--- config.mk ---
export PLATFORM = sky130hd
export DESIGN_NAME = id_ex_stage
export DESIGN_NICKNAME = d
export VERILOG_FILES = /design/src/rtl/risc8_pkg.sv /design/src/rtl/fwd_mux.sv /design/src/rtl/id_ex_stage.sv
export SDC_FILE = /design/constraint.sdc
export NUM_CORES = 1
export LEC_CHECK = 0
export BUFFER_PORTS_ARGS = -buffer_cell sky130_fd_sc_hd__buf_2
export CAP_MARGIN = 5
export CORE_AREA = 5 5 79 81
export CTS_BUF_LIST = sky130_fd_sc_hd__clkbuf_16
export CTS_CLUSTER_DIAMETER = 60
export CTS_CLUSTER_SIZE = 10
export DETAILED_ROUTE_END_ITERATION = 10
export DIE_AREA = 0 0 84 86
export PLACE_DENSITY = 0.78
export RECOVER_POWER = 50
export SYNTH_ARGS = -nofsm -noshare
export SYNTH_HDL_FRONTEND = slang
export SYNTH_HIERARCHICAL = 1
export SYNTH_SLANG_ARGS = --single-unit
export TNS_END_PERCENT = 50
--- constraint.sdc ---
create_clock -name clk -period 1.7 [get_ports clk]
set_input_delay 0.17 -clock clk [delete_from_list [all_inputs] [get_ports clk]]
set_output_delay 0.17 -clock clk [all_outputs]
set_load 0.01 [all_outputs]
--- src/rtl/risc8_pkg.sv ---
// Shared widths, forwarding source codes and flag bit positions for the RISC-8 core.
package risc8_pkg;
    localparam int DW   = 8;
    localparam int RAW  = 3;
    localparam int SELW = 4;

    localparam logic [1:0] FWD_RF  = 2'd0;
    localparam logic [1:0] FWD_EXM = 2'd1;
    localparam logic [1:0] FWD_MWB = 2'd2;

    localparam int FLG_Z = 3;
    localparam int FLG_C = 2;
    localparam int FLG_B = 1;
    localparam int FLG_P = 0;
endpackage

--- src/rtl/fwd_mux.sv ---
// Operand forwarding selector for one source register.
// Picks the youngest in-flight producer of rs; r0 is hardwired to zero.
module fwd_mux
    import risc8_pkg::*;
(
    input  logic [RAW-1:0] rs,
    input  logic [DW-1:0]  rf_data,
    input  logic           exm_valid,
    input  logic           exm_reg_we,
    input  logic [RAW-1:0] exm_rd_addr,
    input  logic [DW-1:0]  exm_result,
    input  logic           mwb_valid,
    input  logic           mwb_reg_we,
    input  logic [RAW-1:0] mwb_rd_addr,
    input  logic [DW-1:0]  mwb_result,
    output logic [DW-1:0]  data,
    output logic [1:0]     src
);
    logic rs_nonzero;
    logic exm_hit;
    logic mwb_hit;

    assign rs_nonzero = (rs != '0);
    assign exm_hit    = exm_valid & exm_reg_we & (exm_rd_addr == rs) & rs_nonzero;
    assign mwb_hit    = mwb_valid & mwb_reg_we & (mwb_rd_addr == rs) & rs_nonzero;

    // EX/MEM holds the newer value, so it outranks MEM/WB
    always_comb begin
        data = rf_data;
        src  = FWD_RF;
        if (!rs_nonzero) begin
            data = '0;
            src  = FWD_RF;
        end else if (exm_hit) begin
            data = exm_result;
            src  = FWD_EXM;
        end else if (mwb_hit) begin
            data = mwb_result;
            src  = FWD_MWB;
        end
    end
endmodule

--- src/rtl/id_ex_stage.sv ---
// ID/EX pipeline register with operand forwarding and the architectural flag register.
module id_ex_stage
    import risc8_pkg::*;
(
    input  logic            clk,
    input  logic            rst,
    input  logic            id_valid,
    input  logic [RAW-1:0]  id_rs1_addr,
    input  logic [RAW-1:0]  id_rs2_addr,
    input  logic [DW-1:0]   id_rs1_data,
    input  logic [DW-1:0]   id_rs2_data,
    input  logic [DW-1:0]   id_imm,
    input  logic            id_use_imm,
    input  logic [SELW-1:0] id_alu_sel,
    input  logic [RAW-1:0]  id_rd_addr,
    input  logic            id_reg_we,
    input  logic            id_flag_we,
    input  logic            stall,
    input  logic            flush,
    input  logic            exm_valid,
    input  logic            exm_reg_we,
    input  logic [RAW-1:0]  exm_rd_addr,
    input  logic [DW-1:0]   exm_result,
    input  logic            mwb_valid,
    input  logic            mwb_reg_we,
    input  logic [RAW-1:0]  mwb_rd_addr,
    input  logic [DW-1:0]   mwb_result,
    input  logic [3:0]      alu_flag,
    output logic            ex_valid,
    output logic [DW-1:0]   ex_a,
    output logic [DW-1:0]   ex_b,
    output logic [SELW-1:0] ex_alu_sel,
    output logic [RAW-1:0]  ex_rd_addr,
    output logic            ex_reg_we,
    output logic            ex_flag_we,
    output logic [1:0]      fwd_a_src,
    output logic [1:0]      fwd_b_src,
    output logic [3:0]      flags_q
);
    logic [DW-1:0] fwd_a_data;
    logic [DW-1:0] fwd_b_data;
    logic [1:0]    fwd_a_sel;
    logic [1:0]    fwd_b_sel;
    logic [DW-1:0] b_next;
    logic [1:0]    b_src_next;

    fwd_mux u_fwd_a (
        .rs          (id_rs1_addr),
        .rf_data     (id_rs1_data),
        .exm_valid   (exm_valid),
        .exm_reg_we  (exm_reg_we),
        .exm_rd_addr (exm_rd_addr),
        .exm_result  (exm_result),
        .mwb_valid   (mwb_valid),
        .mwb_reg_we  (mwb_reg_we),
        .mwb_rd_addr (mwb_rd_addr),
        .mwb_result  (mwb_result),
        .data        (fwd_a_data),
        .src         (fwd_a_sel)
    );

    fwd_mux u_fwd_b (
        .rs          (id_rs2_addr),
        .rf_data     (id_rs2_data),
        .exm_valid   (exm_valid),
        .exm_reg_we  (exm_reg_we),
        .exm_rd_addr (exm_rd_addr),
        .exm_result  (exm_result),
        .mwb_valid   (mwb_valid),
        .mwb_reg_we  (mwb_reg_we),
        .mwb_rd_addr (mwb_rd_addr),
        .mwb_result  (mwb_result),
        .data        (fwd_b_data),
        .src         (fwd_b_sel)
    );

    // An immediate b operand bypasses rs2 forwarding entirely
    assign b_next     = id_use_imm ? id_imm : fwd_b_data;
    assign b_src_next = id_use_imm ? FWD_RF : fwd_b_sel;

    always_ff @(posedge clk) begin
        if (rst || flush) begin
            ex_valid   <= 1'b0;
            ex_a       <= '0;
            ex_b       <= '0;
            ex_alu_sel <= '0;
            ex_rd_addr <= '0;
            ex_reg_we  <= 1'b0;
            ex_flag_we <= 1'b0;
            fwd_a_src  <= FWD_RF;
            fwd_b_src  <= FWD_RF;
        end else if (!stall) begin
            ex_valid   <= id_valid;
            ex_a       <= fwd_a_data;
            ex_b       <= b_next;
            ex_alu_sel <= id_alu_sel;
            ex_rd_addr <= id_rd_addr;
            ex_reg_we  <= id_valid & id_reg_we;
            ex_flag_we <= id_valid & id_flag_we;
            fwd_a_src  <= fwd_a_sel;
            fwd_b_src  <= b_src_next;
        end
    end

    // Flags commit as the EX instruction leaves; a flush only kills the incoming one
    always_ff @(posedge clk) begin
        if (rst) begin
            flags_q <= '0;
        end else if (ex_valid && ex_flag_we && !stall) begin
            flags_q <= alu_flag;
        end
    end
endmodule

==> results of run 1 <==
==> registers in the layout, indices dropped and copies added (netlist names) <==
name,cells
ex_a,8
flags_q,4
ex_reg_we,1
ex_b,8
fwd_b_src,2
ex_rd_addr,3
fwd_a_src,2
ex_alu_sel,4
ex_flag_we,1
ex_valid,1
==> cell type report <==
type	instances	area, um^2
inverters	3	11.3
well taps	72	90.1
clock buffers	5	125
repair buffers	133	738
clock inverters	3	68.8
flip-flops and latches	34	681
multi-input cells	196	1520
fillers	489	2170
==> cell families after synthesis <==
kind of cell,after synthesis,share of synthesized area
DFF,34,0.304
AOI/OAI and AO/OA,86,0.303
muxes,30,0.134
and+or+nand+nor,74,0.189
xor gates and xnor gates,6,0.0235
buffers and inverters,18,0.0453
==> cells in the mapped netlist (all sizes together) <==
cell,number
nor2,22
mux2i,30
a21oi,20
nor3b,2
o211ai,36
dfxtp,34
or2,1
or3b,4
nand3b,2
and4,2
nand4,2
nor2b,8
buf,13
nand2,6
a311oi,16
inv,3
a211oi,10
clkbuf,2
and3,6
and2,4
a211o,2
nor4bb,2
o21ai,2
xnor2,6
nand3,2
nor3,2
nand2b,8
and3b,1
==> cells in the final DEF (no fill, tap or decap), types with 2 or more instances in the layout <==
master       n
buf_2      107
o211ai_1    36
dfxtp_1     34
mux2i_1     30
buf_4       24
nor2_1      22
a21oi_1     20
a311oi_1     9
nor2b_1      8
a211oi_2     8
nand2b_1     8
a311oi_2     7
nand2_1      6
and3_1       6
clkbuf_16    5
xnor2_1      5
and2_1       3
or3b_1       2
nand3b_1     2
bufinv_16    2
buf_6        2
nor3b_1      2
nor4bb_1     2
and4_1       2
inv_2        2
or3b_4       2
a211oi_4     2
nand3_2      2
a211o_1      2
nand4_1      2
nor3_1       2
o21ai_1      2
==> final timing paths <==
kind	end	slack [ps]	start	cells after the start
worst max-delay path	ex_a[7]$_SDFFE_PP0N_	-9	id_rs1_addr[1]	8
worst min-delay path	ex_alu_sel[2]$_SDFFE_PP0N_	130	id_alu_sel[2]	3
worst max register to register	flags_q[1]$_SDFFE_PP0P_	740	ex_valid$_SDFFE_PP0N_	2
worst min register to register	fwd_b_src[1]$_SDFFE_PP0N_	460	fwd_b_src[1]$_SDFFE_PP0N_	2
==> power by group <==
part	switching (W)	internal, W
combinational	0.000244	0.000226
clock	0.000329	0.000841
sequential	0.0000114	0.000820
total	0.000584	0.00189
==> worst register-to-register path, stage by stage (launching register included) <==
cell     delay [ps]
dfxtp_1         340
and3b_1         320
mux2i_1         230
==> what timing repair did <==
item,4_1_cts,5_1_grt
gates resized for setup,2,12
buffers inserted,0,2
pin swaps,1,15
endpoints found under the setup margin,5,12
==> layer usage <==
layer | track usage | vias up | wire [um]
met5 | 0 | - | 0
met4 | 0.0775 | 0 | 172
met3 | 0.0461 | 16 | 548
met2 | 0.334 | 103 | 3560
met1 | 0.234 | 1092 | 2920
li1 | - | 1211 | -
==> per-stage QoR <==
stage	total power [W]	TNS [ps]	hold slack, ps
after detailed placement	0.00130	-3960	408
after global placement	0.00129	-2850	403
after CTS	0.00247	-43.2	124
after floorplan	0.00108	0	314
after global routing	0.00257	-101	136
final	0.00247	-8.67	127
==> run summary, run 1 <==
Max-cap violations - 0
total clock sinks - 34
pre-CTS setup slack - -363 ps
slowest stage cell, crit path - or3b_4
top cells by area, synth - dfxtp_1 30%, mux2i_1 13%, o211ai_1 12%
DRC viols - 0
CTS Hold Bufs - 0
failing checks - setup timing
Power Density - 765 nW/um^2
Synth Warn # - 6
area delta synth->final - 44.5%
PortBufs - 108
antenna fix cells - 0
die height - 86 um
Synth area leader - dfxtp_1
largest net degree at the start of global routing - 31
number of antenna violations at the first check in global routing - 0
via count - 2422
clk slew on worst S/H paths - 60 ps
proportion of layout cells with a drive suffix above 1 - 0.444
die area - 7220 um^2
headroom to the max-slew limit - 0.710
initial core utilization - 0.414
first-pass GRT wire length - 11.4 mm
First-pass DRT Iterations - 4
CTS tree - built
Clock Latency Late Sink - 270 ps
P_leak - 1.44 nW
Syn Inst Count - 248
setup slack after layout - -8.67 ps
Worst Path Max Fanout - 7
CP startpoint kind - input pin
RSZ-0062 raised after global routing - yes
WS Path Type - in2reg
syn nets - 323
DIE WIDTH - 84 um
final instance area - 3230 um^2
Worst Skew - 3.25 ps
antenna-violating nets left - 0
core region area - 5410 um^2
Cell Chain, Critical Path - buf_2 -> or3b_4 -> a211oi_4 -> buf_4 -> o211ai_1 -> a311oi_1 -> mux2i_1 -> nor2_1
Max Slew Vio Count - 0
Tot GR Track Use - 0.194
number of cell rows - 27
Critical path buffers and inverters - 2
fin crit period - 1710 ps
Overflow after GRT - 0
Tightest Pin Transition - 436 ps
Final setup viols - 1
nets@finish - 448
Final Util - 0.598
vias per cell - 5.43
WL/cell - 16.1 um
library cells used by synthesis - 34
CTS buffer count - 5
total routed wirelength - 7.20 mm
DP Area - 2950 um^2
Clock Path Buffers - 2
num ports - 109
vias in the first global route - 2388
Worst setup EP type - register
hpwl dp - 5.75 mm
clk root buf - clkbuf_16
syn_area_per_cell - 9.02 um^2
placed cell count - 436
WP data required - 1910 ps
final cell count without fillers - 446
Achievable Freq - 0.585 GHz
gpl congestion - 0.928
Arr. time, crit path - 1920 ps
outcome - complete, but fails checks
H-Tree Depth - 2
CP peak stage delay - 420 ps
First DRT Iteration DRCs - 104
maximum vdd drop - 406 uV
Yosys top cell area share - 0.304
CP top delay family - compound AO/OA/AOI/OAI gates
sequential share of the synthesized area - 0.304
mapped cell area - 2240 um^2
Synth Register Bits - 34
Hold Path Class - in2reg
Tcrit/Tclk final - 1.01
final hold vios - 0
No activity file was read; power rests on OpenSTA's default activity.
==> run 2, diff against run 1 <==
--- a/config.mk
+++ b/config.mk
@@ -13,8 +13,7 @@
 export CTS_CLUSTER_SIZE = 10
 export DETAILED_ROUTE_END_ITERATION = 10
 export DIE_AREA = 0 0 84 86
-export PLACE_DENSITY = 0.78
-export RECOVER_POWER = 50
+export PLACE_DENSITY = 0.87
 export SYNTH_ARGS = -nofsm -noshare
 export SYNTH_HDL_FRONTEND = slang
 export SYNTH_HIERARCHICAL = 1
==> run summary, run 2 (same netlist as run 1, synthesis figures left out) <==
outcome - complete, but fails checks
failing checks - setup timing
final hold vios - 0 (unchanged)
total routed wirelength - 7.09 mm (-1.5%)
Tot GR Track Use - 0.193 (-0.00145)
critical path depth - 8 (unchanged)
final cell count without fillers - 440 (-1.3%)
setup slack after layout - -17.1 ps (-8.45 ps)
commonest non-fill, non-tap cell in the layout - buf_2
WP data required - 1890 ps (-20 ps)
hpwl dp - 5.62 mm (-2.2%)
H-Tree Depth - 2 (unchanged)
via count - 2458 (+1.5%)
Clock Path Buffers - 2 (unchanged)
proportion of layout cells with a drive suffix above 1 - 0.429 (-0.0145)
clk slew on worst S/H paths - 50 ps (about the same)
die height - 86 um (unchanged)
antenna fix cells - 0 (unchanged)
gpl congestion - 0.916 (-1.3%)
Max Slew Vio Count - 0 (unchanged)
Hold Startpoint - id_alu_sel[3]
First-pass DRT Iterations - 4 (unchanged)
CTS Hold Bufs - 0 (unchanged)
Achievable Freq - 0.582 GHz (-0.49%)
Critical R2R Launch - ex_valid$_SDFFE_PP0N_
CP startpoint kind - input pin
antenna-violating nets left - 0 (unchanged)
Worst Skew - 0.509 ps (-2.74 ps)
RR Endpoint - flags_q[3]$_SDFFE_PP0P_
vias per cell - 5.59 (+2.9%)
First DRT Iteration DRCs - 161 (+55%)
area delta synth->final - 41.3%
Power Density - 721 nW/um^2 (-5.8%)
num ports - 109 (unchanged)
first-pass GRT wire length - 11.4 mm (-0.60%)
placed cell count - 430 (-1.4%)
initial core utilization - 0.414 (unchanged)
headroom to the max-slew limit - 0.738 (+0.0282)
Arr. time, crit path - 1910 ps (about the same)
clk root buf - clkbuf_16
Reg2Reg Depth - 2 (unchanged)
Worst setup EP type - register
PortBufs - 108 (unchanged)
CTS buffer count - 5 (unchanged)
largest net degree at the start of global routing - 31 (unchanged)
Top Registers - ex_a (8), ex_b (8)
DIE WIDTH - 84 um (unchanged)
core region area - 5410 um^2 (unchanged)
total clock sinks - 34 (unchanged)
Worst Path Max Fanout - 4 (-3)
FILL cells - 509 (+4.1%)
CP top delay family - compound AO/OA/AOI/OAI gates
DRC viols - 0 (unchanged)
CTS tree - built
CP peak stage delay - 410 ps (about the same)
routed wl met3 - 557 um (+1.6%)
hold depth - 3 (unchanged)
DR WL met2 - 3.42 mm (-3.8%)
commonest cells after routing, fill and taps aside - 107 x buf_2, 36 x o211ai_1, 34 x dfxtp_1
Critical path buffers and inverters - 2 (unchanged)
slowest stage cell, crit path - or3b_4
M1 wire length - 2.97 mm (+1.6%)
fin crit period - 1720 ps (+8.45 ps)
Tightest Pin Transition - 393 ps (-42.8 ps)
number of cell rows - 27 (unchanged)
Final Util - 0.584 (-0.0134)
WL/cell - 16.1 um (-0.17%)
number of antenna violations at the first check in global routing - 0 (unchanged)
Cell Chain, Critical Path - buf_6 -> or3b_4 -> a211oi_4 -> buf_2 -> o211ai_1 -> a311oi_1 -> mux2i_1 -> a211oi_2
Hold Path Class - in2reg
Hold EP - ex_alu_sel[3]$_SDFFE_PP0N_
Clock Latency Late Sink - 270 ps (about the same)
Max-cap violations - 0 (unchanged)
Final setup viols - 1 (unchanged)
RSZ-0062 raised after global routing - yes
die area - 7220 um^2 (unchanged)
Tcrit/Tclk final - 1.01 (+0.00497)
nets@finish - 443 (-1.1%)
top layer in use - met4
P_leak - 1.40 nW (-3.0%)
vias in the first global route - 2445 (+2.4%)
WS Path Type - in2reg
worst reg2reg setup slack - 730 ps (about the same)
maximum vdd drop - 348 uV (-14%)
pre-CTS setup slack - -371 ps (-7.67 ps)
Overflow after GRT - 0 (unchanged)
-- run 2: changes by cell type in the layout (fill, tap and decap cells not counted), sizes merged --
cell,before,now
buf,133,128
bufinv,2,1
-- run 2: worst max path at each step --
stage / startpoint / end / slack (ps)
finish: id_rs2_addr[1] / ex_b[6]$_SDFFE_PP0N_ / -20
global route: id_rs2_addr[1] / ex_b[6]$_SDFFE_PP0N_ / -60
CTS: mwb_rd_addr[1] / ex_b[4]$_SDFFE_PP0N_ / 4
detailed placement: id_rs2_addr[1] / ex_b[4]$_SDFFE_PP0N_ / -370
global placement: id_rs2_addr[1] / ex_b[4]$_SDFFE_PP0N_ / -320
floorplan: id_rs2_addr[1] / ex_b[6]$_SDFFE_PP0N_ / 0.5
-- run 2: worst reg2reg max path, cell delays in order (launching register included) --
cell	delay (ps)
dfxtp_1	340
and3b_1	320
mux2i_1	230
-- run 2: per-layer routing --
layer,track usage,vias up
li1,-,1200
met1,0.232,1129
met2,0.327,113
met3,0.0519,16
met4,0.0775,0
met5,0,-
-- run 2: repair_timing --
item,4_1_cts,5_1_grt
buffers inserted,1,1
gates resized for setup,1,14
cloned,0,1
setup endpoints to repair,5,17
pin swaps,1,16
-- run 2: layout make-up --
| type | count | area (um^2) | area share |
|---|---|---|---|
| sequential | 34 | 681 | 0.215 |
| inverter | 3 | 11.3 | 0.00356 |
| clock inverter | 2 | 33.8 | 0.0107 |
| timing repair buffer | 128 | 712 | 0.225 |
| clock buffer | 5 | 125 | 0.0396 |
| tap | 72 | 90.1 | 0.0285 |
| multi-input combinational | 196 | 1510 | 0.477 |
-- run 2: report_power, final --
part / total [W] / switching (W) / leakage [nW] / internal (W)
Clock: 0.000983 / 0.000307 / 0.0773 / 0.000677
Combinational: 0.000461 / 0.000242 / 1.05 / 0.000219
Sequential: 0.000832 / 0.0000112 / 0.276 / 0.000821
Total: 0.00228 / 0.000560 / 1.40 / 0.00172
-- run 2: through the flow --
stage	TNS (ps)	hold WS, ps	instance area, um^2	total power [W]
after global placement	-3600	402	2900	0.00127
after detailed placement	-4530	413	2900	0.00128
after floorplan	0	314	2240	0.00108
after CTS	0	130	3070	0.00228
final	-17.1	131	3160	0.00228
after global routing	-242	130	3160	0.00240
